`config.mk`:
```
export PLATFORM = sky130hd
export DESIGN_NAME = instr_fetch
export DESIGN_NICKNAME = d
export VERILOG_FILES = /design/src/rtl/instr_fetch.sv
export SDC_FILE = /design/constraint.sdc
export NUM_CORES = 1
export LEC_CHECK = 0
export CAP_MARGIN = 25
export CORE_MARGIN = 8
export CORE_UTILIZATION = 50
export CTS_CLUSTER_DIAMETER = 200
export DETAILED_ROUTE_END_ITERATION = 10
export DONT_BUFFER_PORTS = 1
export HOLD_SLACK_MARGIN = 0.1
export RECOVER_POWER = 25
export SLEW_MARGIN = 25
export SYNTH_ARGS = -nofsm -noshare
export SYNTH_HDL_FRONTEND = slang
export SYNTH_SLANG_ARGS = --single-unit
```
`constraint.sdc`:
```
create_clock -name clk -period 2 [get_ports clk]
set_input_delay 0.4 -clock clk [delete_from_list [all_inputs] [get_ports clk]]
set_output_delay 0.4 -clock clk [all_outputs]
set_load 0.02 [all_outputs]
```
`src/rtl/instr_fetch.sv`:
```
// Instruction fetch unit: walks one- or two-word instructions out of a synchronous instruction memory.
// Optional macro FETCH_WRAP_TRAP_EN turns a PC wrap past the top of memory into a sticky fetch_err stop.
module instr_fetch #(
  parameter int                ADDR_W   = 6,
  parameter int                DATA_W   = 16,
  parameter logic [ADDR_W-1:0] RESET_PC = ADDR_W'(1)
) (
  input  logic              clk,
  input  logic              reset,
  input  logic              fetch_en,
  output logic [ADDR_W-1:0] mem_addr,
  input  logic [DATA_W-1:0] mem_data,
  input  logic              redirect_valid,
  input  logic [ADDR_W-1:0] redirect_addr,
  output logic              instr_valid,
  input  logic              instr_ready,
  output logic [DATA_W-1:0] instr_word,
  output logic [DATA_W-1:0] instr_imm,
  output logic              instr_has_imm,
  output logic [ADDR_W-1:0] instr_pc,
  output logic              fetch_err
);

  typedef enum logic [2:0] {
    S_ADDR,
    S_OP,
    S_ADDR_IMM,
    S_IMM,
    S_VALID
  } state_t;

  state_t            state;
  state_t            state_next;
  logic [ADDR_W-1:0] pc;
  logic              cap_op;
  logic              cap_imm;
  logic              load_instr_pc;
  logic              pc_inc;
  logic              wrap_trap;
  logic              two_word;

  // Addressing mode 2'b10 marks an instruction followed by an immediate word.
  assign two_word    = (mem_data[DATA_W-1 -: 2] == 2'b10);
  assign mem_addr    = pc;
  assign instr_valid = (state == S_VALID);

  always_ff @(posedge clk or negedge reset) begin
    if (!reset) begin
      state <= S_ADDR;
    end else begin
      state <= state_next;
    end
  end

  always_comb begin
    state_next    = state;
    cap_op        = 1'b0;
    cap_imm       = 1'b0;
    load_instr_pc = 1'b0;
    pc_inc        = 1'b0;
    wrap_trap     = 1'b0;
    case (state)
      S_ADDR: begin
        if (fetch_en && !fetch_err) begin
          state_next    = S_OP;
          load_instr_pc = 1'b1;
        end
      end
      S_OP: begin
        cap_op     = 1'b1;
        state_next = two_word ? S_ADDR_IMM : S_VALID;
      end
      S_ADDR_IMM: state_next = S_IMM;
      S_IMM: begin
        cap_imm    = 1'b1;
        state_next = S_VALID;
      end
      S_VALID: begin
        if (instr_ready) state_next = S_ADDR;
      end
      default: state_next = S_ADDR;
    endcase
    pc_inc = cap_op | cap_imm;
`ifdef FETCH_WRAP_TRAP_EN
    wrap_trap = pc_inc && (&pc);
`else
    wrap_trap = 1'b0;
`endif
    // A trapped wrap abandons the instruction being assembled.
    if (wrap_trap) begin
      state_next = S_ADDR;
      cap_op     = 1'b0;
      cap_imm    = 1'b0;
    end
    // A redirect overrides everything: the partial instruction is discarded untouched.
    if (redirect_valid) begin
      state_next    = S_ADDR;
      cap_op        = 1'b0;
      cap_imm       = 1'b0;
      load_instr_pc = 1'b0;
      pc_inc        = 1'b0;
      wrap_trap     = 1'b0;
    end
  end

  always_ff @(posedge clk or negedge reset) begin
    if (!reset) begin
      pc            <= RESET_PC;
      instr_word    <= '0;
      instr_imm     <= '0;
      instr_has_imm <= 1'b0;
      instr_pc      <= '0;
    end else begin
      if (redirect_valid) begin
        pc <= redirect_addr;
      end else if (pc_inc) begin
        pc <= pc + ADDR_W'(1);
      end
      if (load_instr_pc) instr_pc <= pc;
      if (cap_op) begin
        instr_word    <= mem_data;
        instr_has_imm <= two_word;
        if (!two_word) instr_imm <= '0;
      end
      if (cap_imm) instr_imm <= mem_data;
    end
  end

`ifdef FETCH_WRAP_TRAP_EN
  always_ff @(posedge clk or negedge reset) begin
    if (!reset) begin
      fetch_err <= 1'b0;
    end else if (wrap_trap) begin
      fetch_err <= 1'b1;
    end
  end
`else
  assign fetch_err = 1'b0;
`endif

endmodule

```
==> results of run 1 <==
state kept, by name (all words and copies together), names as in the netlist:
signal         flops
mem_addr           6
instr_has_imm      1
instr_word        16
state              3
instr_imm         16
instr_pc           6
metal layers:
layer / GRT usage / routed length [um] / up-vias
li1: - / - / 523
met1: 0.151 / 1570 / 585
met2: 0.232 / 2160 / 43
met3: 0.0721 / 456 / 7
met4: 0.0519 / 83 / 0
met5: 0 / 0 / -
cell type report:
type                    instances  area, um^2
fillers                       333        1810
flip-flops and latches         48        1200
multi-input cells              84         719
clock buffers                   5        68.8
well taps                      50        62.6
repair buffers                  7        52.6
clock inverters                 2        12.5
inverters                       3        11.3
critical path, delay by kind of cell, from the launching register on:
family	cells	cell delay, ps
AOI/OAI and AO/OA	1	360
and+or+nand+nor	2	720
DFF	1	510
per-stage QoR:
stage | area [um^2] | util | hold slack [ps] | worst slack [ps]
after CTS | 2150 | 0.546 | 161 | 287
after global routing | 2130 | 0.540 | 156 | 146
after detailed placement | 2030 | 0.516 | 106 | 297
final | 2130 | 0.540 | 172 | 304
after global placement | 2030 | 0.516 | 106 | 348
after floorplan | 2010 | - | 104 | 430
cells in the final DEF (no fill, tap or decap), types with 2 or more instances in the layout:
cell,netlist,routed
dfrtp_1,47,47
nand2_1,5,5
buf_4,2,5
a22o_2,7,7
nand2b_1,2,2
nand3_1,3,3
mux2_1,8,8
o21ai_0,5,5
nand3b_1,2,2
clkbuf_8,0,5
nor2_1,6,6
mux2i_1,2,2
a22o_1,9,9
mux2_2,14,14
inv_1,3,3
power by group:
part	switching (uW)	total (uW)	internal (uW)
registers	340	1470	1130
clock network	302	539	237
logic	95.7	232	136
logic make-up (layout without fill, tap and decap cells):
group / Yosys count / count (layout) / share of synthesized area
other: 1 / 1 / 0.00187
XOR/XNOR: 2 / 2 / 0.00872
multiplexers: 24 / 24 / 0.133
buffers and inverters: 12 / 17 / 0.0436
adder cells (fa/ha/maj): 1 / 1 / 0.00623
AND/OR/NAND/NOR: 29 / 29 / 0.0965
flip-flops: 48 / 48 / 0.598
AO/OA/AOI/OAI: 27 / 27 / 0.111
worst max-delay path by stage:
stage	startpoint	endpoint	slack [ps]	cells past startpoint
5_1_grt	reset	instr_imm[0]$_DFFE_PN0P_	150	2
3_3_place_gp	state[0]$_DFFE_PN0P_	instr_imm[3]$_DFFE_PN0P_	350	3
3_5_place_dp	state[0]$_DFFE_PN0P_	instr_imm[6]$_DFFE_PN0P_	300	3
6_report	state[0]$_DFFE_PN0P_	instr_imm[6]$_DFFE_PN0P_	300	3
2_1_floorplan	state[2]$_DFFE_PN0P_	instr_word[10]$_DFFE_PN0P_	430	4
4_1_cts	state[0]$_DFFE_PN0P_	instr_imm[6]$_DFFE_PN0P_	290	3
==> run summary, run 1 <==
CTS max path bufs -> 2
R2r startpoint -> state[0]$_DFFE_PN0P_
Worst-margin pin slew -> 1150 ps
Synth area leaders -> dfrtp_1 (59%), mux2_2 (7.8%), mux2_1 (4.5%)
Cell Chain, Critical Path -> nand2b_4 -> or3_1 -> a22o_2
CTS tree -> yes
Hold crit path type -> in2reg
Initial drt markers -> 52
Status -> finished, final reports clean
Arrival @ worst endpoint -> 1880 ps
Setup TNS -> 0 ps
IO Count -> 74
PD cells -> 1050 nW/um^2
Initial antenna violation count -> 0
DIE WIDTH -> 79.4 um
Clock Skew -> 5.22 ps
Hold_buf cts -> 2
Initial Util -> 0.510
Area Growth Syn to Fin -> 5.98%
Routability cong. -> 0.748
H-tree depth -> 2
Endpoints failing setup -> 0
Post-synth ARST share -> 1.00
Final ANT Viol Nets -> 0
Yosys cell types -> 40
Port bufs -> 0
Clk root buf -> clkbuf_8
FF-to-FF path depth -> 3
Critical path peak fanout -> 17
Area leader, netlist -> dfrtp_1
Fin crit share -> 0.848
Fmax -> 590 MHz
Die area -> 6300 um^2
CTS sink cnt -> 48
Total gr overflow -> 0
Cell count after synthesis -> 144
Yosys warns -> 0
Skew-Pair Late Insertion Delay -> 300 ps
Capturing point of the worst reg2reg path -> instr_imm[6]$_DFFE_PN0P_
Final hold vios -> 0
Max Transition Viols Final -> 0
Max cap viols -> 0
Hold path startpoint -> redirect_valid
Placed cells -> 190
R2R setup slack -> 300 ps
Gr usage total -> 0.140
Syn Nets -> 172
Post-CTS resize count -> 0
Worst Setup Path Type -> reg2reg
Syn Area/Cell -> 14.0 um^2
CP max stage delay -> 630 ps
Final non-filler cell total -> 199
Top_reg_cell synth -> dfrtp_1
Pleak -> 0.000963 uW
Most common cell in the netlist -> dfrtp_1
Hold endpoint -> state[1]$_DFFE_PN0P_
Pin count of the biggest net entering global routing -> 49
Final net count -> 177
Die height -> 79.4 um
Share of cells above drive strength 1 -> 0.268
CTS Buf Count -> 5
Sequential area share after synthesis -> 0.598
Total power -> 2240 uW
Vias in the first global route -> 1,292
Mapped Area -> 2010 um^2
Vias -> 1,158
Post-synth EDFFs -> 0
DR pass1 iterations -> 4
#FFs+latches synth -> 48
Most frequent cells after synthesis -> dfrtp_1 (47), mux2_2 (14), a22o_1 (9)
RSZ-0062 raised after global routing -> no
HPWL after detailed placement -> 3.11 mm
Slew headroom -> 0.236
Core Box Area -> 3940 um^2
Slowest-stage cell, CP -> or3_1
Cell Rows -> 23
Post-CTS Setup Bufs -> 0
Reg clk slew, reported paths -> 80 ps
Drt wl/cell -> 21.5 um
Drt total wl -> 4.28 mm
Critical path endpoint category -> flip-flop
Time the worst path needs with I/O delays and setup -> 1700 ps
Post-synth top area share -> 0.585
First-pass GRT wire length -> 6.85 mm
DRC violations left -> 0
Worst setup SP type -> flip-flop
Peak VDD IR -> 0.000533 V
Vias per cell -> 5.82
Number of diodes -> 0
Worst endpoint required time -> 2190 ps
WHS Path Cells -> 1
Power figures use the tool's default switching activity.
==> inputs of run 2 (changes only) <==
==> constraint.sdc (replaced) <==
create_clock -name clk -period 1.6 [get_ports clk]
set_input_delay 0.32 -clock clk [delete_from_list [all_inputs] [get_ports clk]]
set_output_delay 0.32 -clock clk [all_outputs]
set_load 0.02 [all_outputs]
==> run 2 against run 1 <==
  * Cell count is 4.0% higher
  * Non-clock buffer count grew 8
  * Sequential power rose by 23%
  * Critical path depth up 1
  * Clock power up 26%
  * Clock skew grew 6.4 ps
  * Core utilization up 1.7 points
  * Sequential share of layout area down 1.7 points
  * Critical path type unchanged
  * Largest power group unchanged
==> run summary, run 2 (same netlist as run 1, synthesis figures left out) <==
Status -> finished, final reports clean
Max Transition Viols Final -> 0 (unchanged)
IO Count -> 74 (unchanged)
Critical path's most frequent cell -> buf_4
Vias per cell -> 5.81 (-0.21%)
Drt wl/cell -> 22.0 um (+2.4%)
Commonest non-fill, non-tap cell in the layout -> dfrtp_1
Top Family by Delay on Critical Path -> buffers and inverters
Vias -> 1,202 (+3.8%)
Reg clk slew, reported paths -> 90 ps (about the same)
Share of cells above drive strength 1 -> 0.306 (+0.0373)
Buf+Inv Stages, Crit Path -> 2 (+2)
Worst endpoint required time -> 1780 ps (-410 ps)
Slowest-stage cell, CP -> dfrtp_1
First-pass GRT wire length -> 7.25 mm (+5.8%)
Setup WS post-layout -> 86.4 ps (-217 ps)
Die height -> 79.4 um (unchanged)
CTS sink cnt -> 48 (unchanged)
Pleak -> 0.000995 uW (+3.4%)
Final net count -> 185 (+4.5%)
Fillers -> 328 (-1.5%)
Die area -> 6300 um^2 (unchanged)
Drt total wl -> 4.56 mm (+6.5%)
Final non-filler cell total -> 207 (+4.0%)
Most frequent cells in the layout -> dfrtp_1 (46), mux2_2 (14), buf_4 (11)
CTS max path bufs -> 2 (unchanged)
Max cap viols -> 0 (unchanged)
Placed cells -> 196 (+3.2%)
Final ANT Viol Nets -> 0 (unchanged)
Initial drt markers -> 94 (+81%)
Clk pwr share -> 0.239 (about the same)
Seq pwr share -> 0.637 (-0.020)
Total gr overflow -> 0 (unchanged)
Pin count of the biggest net entering global routing -> 49 (unchanged)
Net switching power -> 937 uW (+27%)
Initial antenna violation count -> 0 (unchanged)
Worst setup SP type -> flip-flop
CTS tree -> yes
Sw frac -> 0.329 (+0.000516)
DIE WIDTH -> 79.4 um (unchanged)
DP Worst Slack -> 84.1 ps (-213 ps)
Critical path endpoint category -> flip-flop
Final hold vios -> 0 (unchanged)
DR pass1 iterations -> 4 (unchanged)
Initial Util -> 0.510 (unchanged)
Arrival @ worst endpoint -> 1690 ps (-190 ps)
H-tree depth -> 2 (unchanged)
CTS Buf Count -> 5 (unchanged)
RSZ-0062 raised after global routing -> no
Area Growth Syn to Fin -> 9.40%
Gr usage total -> 0.148 (+0.00742)
Internal -> 1910 uW (+27%)
Endpoints failing setup -> 0 (unchanged)
Time the worst path needs with I/O delays and setup -> 1510 ps (-183 ps)
Cell Chain, Critical Path -> buf_4 -> nor4b_4 -> buf_4 -> mux2_2
Final hold slack -> 119 ps (-53.0 ps)
Biggest regs -> instr_imm x16, instr_word x16
CP max stage delay -> 400 ps (-230 ps)
Vias in the first global route -> 1,280 (-0.93%)
Post-CTS Setup Bufs -> 0 (unchanged)
Critical path peak fanout -> 11 (-6)
Clock Skew -> 11.6 ps (+6.39 ps)
Skew-Pair Late Insertion Delay -> 300 ps (about the same)
Fin crit share -> 0.946 (+0.0979)
Worst Setup Path Type -> reg2reg
Hold crit path type -> in2reg
HPWL after detailed placement -> 3.29 mm (+5.9%)
Final Core Density -> 0.558 (+0.0175)
Slew headroom -> 0.583 (+0.347)
Worst-margin pin slew -> 626 ps (-520 ps)
Port bufs -> 0 (unchanged)
Routability cong. -> 0.718 (-4.1%)
Cell Rows -> 23 (unchanged)
PD cells -> 1290 nW/um^2 (+23%)
Logic pwr share -> 0.124 (+0.021)
Number of diodes -> 0 (unchanged)
Core Box Area -> 3940 um^2 (unchanged)
DRC violations left -> 0 (unchanged)
Clk root buf -> clkbuf_8
Setup TNS -> 0 ps (unchanged)
Peak VDD IR -> 0.000701 V (+32%)
Fmax -> 661 MHz (+12%)
==> run 2: cell types whose count changed in the layout (fill, tap and decap cells not counted), sizes merged <==
cell         before  now
dlygate4sd3       1    3
buf               5   11
==> run 2: worst register-to-register path, cell delays in order, from the launching register on <==
cell and delay (ps):
dfrtp_1 400, buf_4 170, nor4b_4 230, buf_4 250
mux2_2 350
==> run 2: stage by stage <==
step | power (uW) | cell area, um^2
detailed placement | 2170 | 2080
floorplan | 2050 | 2010
global placement | 2140 | 2080
global route | 2990 | 2200
CTS | 2890 | 2220
finish | 2840 | 2200
==> run 2: per-layer routing <==
layer / share of wire / vias to the layer above / track usage / wire length, um
met3: 0.092 / 5 / 0.0619 / 421
met2: 0.51 / 49 / 0.232 / 2340
li1: - / 542 / - / -
met4: 0.013 / 0 / 0.0556 / 58
met1: 0.38 / 606 / 0.177 / 1740
met5: 0 / - / 0 / 0
==> run 2: final cells by class <==
class,instances,area (um^2),share of cell area
Clock inverter,2,12.5,0.00569
Clock buffer,5,68.8,0.0313
Multi-Input combinational cell,84,719,0.327
Sequential cell,48,1200,0.548
Tap cell,50,62.6,0.0285
Timing Repair Buffer,15,120,0.0546
Inverter,3,11.3,0.00512
==> run 2: path summary, 6_finish.rpt <==
check | startpoint | endpoint | slack [ps] | cells after the start
setup / recovery | state[2]$_DFFE_PN0P_ | instr_word[6]$_DFFE_PN0P_ | 90 | 4
hold / removal | redirect_valid | mem_addr[2]$_DFFE_PN0P_ | 120 | 1
setup reg to reg | state[2]$_DFFE_PN0P_ | instr_word[6]$_DFFE_PN0P_ | 90 | 4
hold reg to reg | state[0]$_DFFE_PN0P_ | state[0]$_DFFE_PN0P_ | 560 | 1
max in group asynchronous | reset | state[0]$_DFFE_PN0P_ | 550 | 2
min in group asynchronous | reset | mem_addr[3]$_DFFE_PN0P_ | 590 | 2
==> run 2: timing repair <==
item	4_1_cts	5_1_grt
endpoints found under the setup margin	0	10
endpoints found under the hold margin	51	0
gates resized for setup	0	2
hold buffers	4	0
==> run 2: power groups by stage <==
stage | logic (uW) | clock network [uW] | registers [uW]
global placement | 308 | 0 | 1840
global route | 395 | 750 | 1840
detailed placement | 328 | 0 | 1840
finish | 354 | 679 | 1810
CTS | 369 | 705 | 1820
floorplan | 253 | 0 | 1800
==> inputs of run 3 (changes only) <==
--- a/config.mk
+++ b/config.mk
@@ -11,6 +11,7 @@
 export CTS_CLUSTER_DIAMETER = 200
 export DETAILED_ROUTE_END_ITERATION = 10
 export DONT_BUFFER_PORTS = 1
+export GPL_ROUTABILITY_DRIVEN = 0
 export HOLD_SLACK_MARGIN = 0.1
 export RECOVER_POWER = 25
 export SLEW_MARGIN = 25
==> results of run 3 <==
Same layout as run 2: the final DEF is identical, and so are final timing and power.
